===== config.mk =====
export PLATFORM = sky130hd
export DESIGN_NAME = vxe_biu_rd_arbiter
export DESIGN_NICKNAME = d
export VERILOG_FILES = /design/src/rtl/vxe_biu_rd_arbiter.sv
export SDC_FILE = /design/constraint.sdc
export NUM_CORES = 1
export LEC_CHECK = 0
export ABC_AREA = 1
export BUFFER_PORTS_ARGS = -buffer_cell sky130_fd_sc_hd__buf_2
export CORE_ASPECT_RATIO = 1.75
export CORE_UTILIZATION = 25
export CTS_CLUSTER_SIZE = 25
export DETAILED_ROUTE_END_ITERATION = 8
export PLACE_DENSITY_LB_ADDON = 0.12
export SYNTH_ARGS = -nofsm -noshare
export SYNTH_HDL_FRONTEND = slang
export SYNTH_SLANG_ARGS = --single-unit

===== constraint.sdc =====
create_clock -name M_AXI4_ACLK -period 6.9 [get_ports M_AXI4_ACLK]
set_input_delay 0.345 -clock M_AXI4_ACLK [delete_from_list [all_inputs] [get_ports M_AXI4_ACLK]]
set_output_delay 0.345 -clock M_AXI4_ACLK [all_outputs]
set_load 0.02 [all_outputs]

===== src/rtl/vxe_biu_rd_arbiter.sv =====
// Shares one AXI4 master BIU read port among NCLIENTS single-beat requesters: request FIFO toward the BIU, response FIFO back.
// Define VXE_BIU_RDARB_ROUND_ROBIN_EN for round-robin arbitration; otherwise fixed priority (lowest index wins).
module vxe_biu_rd_arbiter #(
    parameter int NCLIENTS   = 2,
    parameter int ADDR_WIDTH = 32,
    parameter int DATA_WIDTH = 32,
    parameter int CID_WIDTH  = 8,
    parameter int RQ_DEPTH   = 4,
    parameter int RS_DEPTH   = 4
) (
    input  logic                           M_AXI4_ACLK,
    input  logic                           M_AXI4_ARESETn,
    input  logic [NCLIENTS-1:0]            cl_arvalid,
    input  logic [NCLIENTS*ADDR_WIDTH-1:0] cl_araddr,
    output logic [NCLIENTS-1:0]            cl_arready,
    output logic [NCLIENTS-1:0]            cl_rvalid,
    output logic [DATA_WIDTH-1:0]          cl_rdata,
    output logic [1:0]                     cl_rresp,
    input  logic [NCLIENTS-1:0]            cl_rready,
    output logic [CID_WIDTH-1:0]           biu_arcid,
    output logic [ADDR_WIDTH-1:0]          biu_araddr,
    output logic                           biu_arvalid,
    input  logic                           biu_arpop,
    input  logic [CID_WIDTH-1:0]           biu_rcid,
    input  logic [DATA_WIDTH-1:0]          biu_rdata,
    input  logic [1:0]                     biu_rresp,
    input  logic                           biu_rpush,
    output logic                           biu_rready,
    output logic                           arb_cid_err
);

    localparam int IDX_W = $clog2(NCLIENTS);
    localparam int RQ_PW = $clog2(RQ_DEPTH);
    localparam int RQ_CW = RQ_PW + 1;
    localparam int RS_PW = $clog2(RS_DEPTH);
    localparam int RS_CW = RS_PW + 1;

    // ---------------- arbitration ----------------
    logic             grant_any;
    logic [IDX_W-1:0] grant_idx;
    logic             rq_full;
    logic             rq_push;

`ifdef VXE_BIU_RDARB_ROUND_ROBIN_EN
    logic [IDX_W-1:0] last_grant_reg;
    int               cand;

    always_comb begin
        grant_any = 1'b0;
        grant_idx = '0;
        cand      = 0;
        for (int k = 0; k < NCLIENTS; k++) begin
            cand = int'(last_grant_reg) + 1 + k;
            if (cand >= NCLIENTS) cand = cand - NCLIENTS;
            if (!grant_any && cl_arvalid[IDX_W'(cand)]) begin
                grant_any = 1'b1;
                grant_idx = IDX_W'(cand);
            end
        end
    end

    always_ff @(posedge M_AXI4_ACLK or negedge M_AXI4_ARESETn) begin
        if (!M_AXI4_ARESETn)
            last_grant_reg <= '0;
        else if (rq_push)
            last_grant_reg <= grant_idx;
    end
`else
    always_comb begin
        grant_any = 1'b0;
        grant_idx = '0;
        for (int k = NCLIENTS - 1; k >= 0; k--) begin
            if (cl_arvalid[IDX_W'(k)]) begin
                grant_any = 1'b1;
                grant_idx = IDX_W'(k);
            end
        end
    end
`endif

    // Grant gated by reset so no client sees a transfer while the FIFO is held empty.
    assign rq_push = grant_any && !rq_full && M_AXI4_ARESETn;

    generate
        for (genvar gi = 0; gi < NCLIENTS; gi++) begin : g_grant
            assign cl_arready[gi] = rq_push && (grant_idx == IDX_W'(gi));
        end
    endgenerate

    // ---------------- request FIFO ----------------
    logic [CID_WIDTH-1:0]  rq_cid_mem  [RQ_DEPTH];
    logic [ADDR_WIDTH-1:0] rq_addr_mem [RQ_DEPTH];
    logic [RQ_PW-1:0]      rq_wr_ptr_reg, rq_rd_ptr_reg, rq_head_ptr;
    logic [RQ_CW-1:0]      rq_count_reg;
    logic                  rq_pop;

    assign rq_full = (rq_count_reg == RQ_CW'(RQ_DEPTH));
    assign rq_pop  = biu_arpop && (rq_count_reg != '0);

    // The BIU pops the entry it latched last cycle, so during a pop it already sees the next one.
    always_comb begin
        if (biu_arpop) begin
            biu_arvalid = (rq_count_reg >= RQ_CW'(2));
            rq_head_ptr = rq_rd_ptr_reg + RQ_PW'(1);
        end else begin
            biu_arvalid = (rq_count_reg != '0);
            rq_head_ptr = rq_rd_ptr_reg;
        end
    end

    assign biu_arcid  = rq_cid_mem[rq_head_ptr];
    assign biu_araddr = rq_addr_mem[rq_head_ptr];

    always_ff @(posedge M_AXI4_ACLK) begin
        if (rq_push) begin
            rq_cid_mem[rq_wr_ptr_reg]  <= CID_WIDTH'(grant_idx);
            rq_addr_mem[rq_wr_ptr_reg] <= cl_araddr[grant_idx*ADDR_WIDTH +: ADDR_WIDTH];
        end
    end

    always_ff @(posedge M_AXI4_ACLK or negedge M_AXI4_ARESETn) begin
        if (!M_AXI4_ARESETn) begin
            rq_wr_ptr_reg <= '0;
            rq_rd_ptr_reg <= '0;
            rq_count_reg  <= '0;
        end else begin
            if (rq_push) rq_wr_ptr_reg <= rq_wr_ptr_reg + RQ_PW'(1);
            if (rq_pop)  rq_rd_ptr_reg <= rq_rd_ptr_reg + RQ_PW'(1);
            if (rq_push && !rq_pop)
                rq_count_reg <= rq_count_reg + RQ_CW'(1);
            else if (!rq_push && rq_pop)
                rq_count_reg <= rq_count_reg - RQ_CW'(1);
        end
    end

    // ---------------- response FIFO ----------------
    logic [CID_WIDTH-1:0]  rs_cid_mem  [RS_DEPTH];
    logic [DATA_WIDTH-1:0] rs_data_mem [RS_DEPTH];
    logic [1:0]            rs_resp_mem [RS_DEPTH];
    logic [RS_PW-1:0]      rs_wr_ptr_reg, rs_rd_ptr_reg;
    logic [RS_CW-1:0]      rs_count_reg;
    logic [CID_WIDTH-1:0]  rs_head_cid;
    logic                  rs_empty, rs_cid_ok, rs_pop;
    logic                  arb_cid_err_reg;

    assign rs_empty    = (rs_count_reg == '0);
    assign rs_head_cid = rs_cid_mem[rs_rd_ptr_reg];
    assign rs_cid_ok   = (rs_head_cid < CID_WIDTH'(NCLIENTS));
    assign cl_rdata    = rs_data_mem[rs_rd_ptr_reg];
    assign cl_rresp    = rs_resp_mem[rs_rd_ptr_reg];
    // Two free slots: the BIU may push one cycle after it last saw ready.
    assign biu_rready  = ((RS_CW'(RS_DEPTH) - rs_count_reg) >= RS_CW'(2));
    assign arb_cid_err = arb_cid_err_reg;

    generate
        for (genvar gi = 0; gi < NCLIENTS; gi++) begin : g_rvalid
            assign cl_rvalid[gi] = !rs_empty && (rs_head_cid == CID_WIDTH'(gi));
        end
    endgenerate

    // An out-of-range head is discarded unconditionally so it cannot block later responses.
    assign rs_pop = !rs_empty && (rs_cid_ok ? |(cl_rvalid & cl_rready) : 1'b1);

    always_ff @(posedge M_AXI4_ACLK) begin
        if (biu_rpush) begin
            rs_cid_mem[rs_wr_ptr_reg]  <= biu_rcid;
            rs_data_mem[rs_wr_ptr_reg] <= biu_rdata;
            rs_resp_mem[rs_wr_ptr_reg] <= biu_rresp;
        end
    end

    always_ff @(posedge M_AXI4_ACLK or negedge M_AXI4_ARESETn) begin
        if (!M_AXI4_ARESETn) begin
            rs_wr_ptr_reg   <= '0;
            rs_rd_ptr_reg   <= '0;
            rs_count_reg    <= '0;
            arb_cid_err_reg <= 1'b0;
        end else begin
            if (biu_rpush) rs_wr_ptr_reg <= rs_wr_ptr_reg + RS_PW'(1);
            if (rs_pop)    rs_rd_ptr_reg <= rs_rd_ptr_reg + RS_PW'(1);
            if (biu_rpush && !rs_pop)
                rs_count_reg <= rs_count_reg + RS_CW'(1);
            else if (!biu_rpush && rs_pop)
                rs_count_reg <= rs_count_reg - RS_CW'(1);
            if (!rs_empty && !rs_cid_ok)
                arb_cid_err_reg <= 1'b1;
        end
    end

endmodule


# Word level (Yosys, flattened, before mapping)
# Memory sizes are Yosys's and may differ from the RTL's.
# Index checks and enable logic that the tools add are counted.
# totals
regBits,15
ramBits,300
input_bits,114
output_inout_bits,81
word_cells,68
memories,5
# memory_table
name,depth,word_bits,rd,rd_ports_with_merged_regs,wr,line,text
rq_addr_mem,4,32,1,0,1,92,logic [ADDR_WIDTH-1:0] rq_addr_mem [RQ_DEPTH];
rs_data_mem,4,32,1,0,1,138,logic [DATA_WIDTH-1:0] rs_data_mem [RS_DEPTH];
rs_cid_mem,4,8,1,0,1,137,logic [CID_WIDTH-1:0] rs_cid_mem [RS_DEPTH];
rs_resp_mem,4,2,1,0,1,139,logic [1:0] rs_resp_mem [RS_DEPTH];
rq_cid_mem,4,1,1,0,1,91,logic [CID_WIDTH-1:0] rq_cid_mem [RQ_DEPTH];
# classes
add_sub_neg,9
order_cmp,3
eq_ne,2
n_shift,1
n_mux,13
bitwise_logic,2
reduce_logical,26
# op_table
op,count
64-bit by 7-bit variable part select with 32-bit output,1
1-bit logical AND,13
3-bit 2-to-1 mux,4
2-bit by 1-bit adder with 2-bit output (second input constant),4
8-bit by 1-bit equality test with 1-bit output (second input constant),1
8-bit logical NOT,1
8-bit by 2-bit less-than comparator with 1-bit output (second input constant),1
1-bit 2-to-1 mux,8
1-bit logical NOT,7
3-bit by 1-bit adder with 3-bit output (second input constant),2
3-bit by 2-bit >= comparator with 1-bit output (second input constant),2
3-bit by 1-bit subtractor with 3-bit output (second input constant),2
2-bit nonzero test,2
3-bit equality test (second input constant),1
3-bit logical NOT,1
3-bit nonzero test,1
3-bit subtractor (first input constant),1
2-bit AND,1
2-bit 2-to-1 mux,1
2-bit OR reduction,1
1-bit NOT,1

# Longest topological paths before layout
# logic_depth
word_depth,10
ltp_mapped,17
depth_no_buf,16

# Least setup slack after synthesis
# OpenSTA, ideal clock, no wires.
# synth_timing
path_type,register to register
from,reg rq_wr_ptr_reg[0]
to,mem rq_addr_mem[2][0] (enable)
t_arrival_ns,2.019
path_slack_ns,4.460
path_stages_with_launch,5
path_buffers,0
period_less_slack_ns,2.440
cell_sequence,dfrtp_1 -> inv_1 -> ha_1 -> inv_1 -> nor2_1
# synth_lines
item,line,text
"start, declared",93,"logic [RQ_PW-1:0] rq_wr_ptr_reg, rq_rd_ptr_reg, rq_head_ptr;"
"start signal, assigned",127,if (rq_push) rq_wr_ptr_reg <= rq_wr_ptr_reg + RQ_PW'(1);
"end, declared",92,
# No word-level cell before the write port.

# Worst setup path after layout
# layout_timing
from,reg rs_rd_ptr_reg[0]
to,out cl_rvalid[1]
# layout_between
elab_chain_len,3
# layout_lines
item,line,text
"start, declared",140,"logic [RS_PW-1:0] rs_wr_ptr_reg, rs_rd_ptr_reg;"
"start signal, assigned",180,if (rs_pop) rs_rd_ptr_reg <= rs_rd_ptr_reg + RS_PW'(1);
memory read 4 x 8 bit,-,
8-bit by 1-bit equality test with 1-bit output,157,assign cl_rvalid[gi] = !rs_empty && (rs_head_cid == CID_WIDTH'(gi));
1-bit logical AND,157,
"end, declared",16,"output logic [NCLIENTS-1:0] cl_rvalid,"
# Every way passes these cells.

==> results.md <==
* Maximum buffer depth of the clock tree at 3
* Netlist cell types at 34
* I/O pin count at 195
* Initial antenna violation count at 3
* Commonest non-fill, non-tap cell in the layout: edfxtp_1
* GP Congestion at 0.681
* Crit start category: flip-flop
* CP startpoint: rs_rd_ptr_reg[0]
* Worst slack, placed at 3.05 ns
* Crit. End Element: primary output
* Die Y at 293 µm
* Final Setup Violations at 0
* Post-Route WL at 27800 µm
* Post-synth top area share at 0.733
* Mapped Cells at 842
* First-pass GRT wire length at 42700 µm
* Vias in the first global route at 7521
* Fillers at 4750
* Unrepaired setup endpoints after global routing: false
* Synth top area cells: edfxtp_1 (73%), dfrtp_1 (3.1%), o21ai_0 (3.0%)
* # diodes at 0
* Starting DRT DRC Count at 248
* Die Width at 169 µm
* Total track usage at 0.113
* Hold WS at 0.0597 ns
* TritonCTS Buffers at 31
* Biggest regs: rq_addr_mem (128), rs_data_mem (128), rs_cid_mem (32)
* # Max-Cap Violations at 0
* Cell area after synthesis at 12100 µm²
* Grt ovf at 0
* Vias per inst at 4.17
* Post-route minimum period at 3.77 ns
* Final Hold Fails at 0
* Final worst setup slack at 3.13 ns
* Post_cts resized at 0
* Ys flop type: edfxtp_1
* CTS sink count at 311
* Worst hold-check path type: input pin to flip-flop
* Lkg Pwr at 5.63 nW
* Outcome: finished clean
* CTS Hold Bufs at 75
* Peak supply drop at 259 µV
* Worst Setup Path Type: flip-flop to primary output
* Yosys synthesis warning count at 0
* Power density cells at 433 nW/µm²
* Ratio of cells with drive above 1 in the final layout at 0.207
* Drc violations at 0
* Via count at 7281
* Clk pin slew, worst setup/hold paths at 0.06 ns
* Area leader, netlist: edfxtp_1
* Die area at 49400 µm²
* Ys async rst share at 0.0482
* Worst r2r src: rs_rd_ptr_reg[0]
* EDFF count, synth at 296
* Number of synthesized register bits at 311
* Placed cell area at 13600 µm²
* Worst-Skew Late Latency at 0.57 ns
* Port Buffers at 151
* Slew of the pin with the lowest slew margin at 0.949 ns
* Area of the multi-input gates at 2450 µm²
* FP Rows at 106
* Clock Skews at 0.0145 ns
* Slew HR at 0.364
* Reg area at 9270 µm²
* FMAX at 265 MHz
* Starting Density at 0.253
* Tcrit/Tclk final at 0.547
* Final Instance Area at 15400 µm²
* Largest net degree at the start of global routing at 77
* Area grow syn2layout at 26.8%
* Post-Syn Area per Cell at 14.4 µm²
* Crit path max fanout at 76
* Post-route ant nets at 0
* Final Slew Violations at 0
* Avg WL per Cell at 15.9 µm
* Fin nets at 1201
* Hold path start: biu_rpush
* CTS tree: yes
* Setup TNS at 0 ns
* Max H-tree Level at 1
* Arrival @ worst endpoint at 3.43 ns
* Seq/Total Area, Yosys at 0.764
* Core ar. at 47900 µm²
* Final HPWL DP at 16000 µm
* Number of setup buffers added after CTS at 0
* CP required at 6.55 ns
* DR pass1 iterations at 4
* Root Buffer: clkbuf_16
* Most frequent cells in the layout: edfxtp_1 (296), buf_2 (151), nor2_1 (86), dlygate4sd3_1 (75), o21ai_0 (73)
==> routing by layer <==
layer,vias up,part of all wire,global-route usage,wire [µm]
li1,3515,-,-,-
met3,49,0.060,0.0279,1660
met1,3534,0.40,0.121,11200
met5,-,0.00072,0,20
met4,4,0.027,0.0397,739
met2,179,0.51,0.211,14100
==> worst paths after layout <==
kind / to / slack, ns / depth (start not counted)
worst max-delay path: cl_rvalid[1] / 3.13 / 10
max in group asynchronous: rs_rd_ptr_reg[0] / 6.31 / 2
worst max register to register: rs_count_reg[2] / 3.18 / 18
min in group asynchronous: rq_count_reg[0] / 0.27 / 2
worst min register to register: arb_cid_err / 0.45 / 1
worst min-delay path: rs_wr_ptr_reg[0] / 0.06 / 2
==> where the power goes <==
part	switching (W)	leakage, nW	total [W]	internal [W]
Combinational	0.00166	2.26	0.00239	0.000724
Clock	0.000709	0.483	0.00168	0.000970
Sequential	0.000105	2.89	0.00259	0.00249
Total	0.00248	5.63	0.00666	0.00418
==> kinds of logic (layout without fill, tap and decap cells) <==
kind of cell / Yosys count / after routing / share of synthesized area
AO/OA/AOI/OAI: 179 / 179 / 0.0853
XOR/XNOR: 9 / 9 / 0.00712
adder cells (fa/ha/maj): 15 / 15 / 0.0167
buffers and inverters: 114 / 360 / 0.0407
flip-flops: 311 / 311 / 0.764
multiplexers: 33 / 33 / 0.0273
other: 1 / 9 / 0.000309
AND/OR/NAND/NOR: 180 / 180 / 0.0589
==> cells in the mapped netlist, types with 2 or more instances <==
cell,n
xnor2_1,4
mux2i_1,32
clkbuf_1,24
nand2_2,2
nand2_1,67
nor3_1,2
edfxtp_1,296
nor2_1,90
o21ai_1,33
xor2_1,4
nand3_1,16
inv_2,2
o22ai_1,34
ha_1,13
a21oi_1,3
o21ai_0,73
buf_2,14
buf_4,11
inv_1,61
o211ai_1,32
fa_1,2
dfrtp_1,15
==> through the flow <==
| step | total power [W] | utilization | instances |
|---|---|---|---|
| after global placement | 0.00506 | 0.285 | 1612 |
| after global routing | 0.00711 | 0.321 | 1744 |
| after CTS | 0.00683 | 0.321 | 1744 |
| after floorplan | 0.00420 | - | 850 |
| after detailed placement | 0.00507 | 0.285 | 1612 |
| final | 0.00666 | 0.321 | 1744 |
==> critical path: stages (launching register included) <==
cell     delay, ns
dfrtp_2       0.38
buf_4         0.36
inv_2         0.66
buf_4         0.53
nand2_1       0.13
nand2_1       0.08
nand2_1       0.05
nand2_1       0.08
nand3_1       0.08
nor3_1        0.21
buf_2         0.26
==> area by class of cell <==
class	count	share of cell area
tap	648	0.0527
sequential	311	0.603
multi-input combinational	425	0.159
timing repair buffer	240	0.105
inverter	63	0.0154
clock inverter	20	0.0132
clock buffer	37	0.0519
Note: power is estimated with default switching activity, not from simulation.
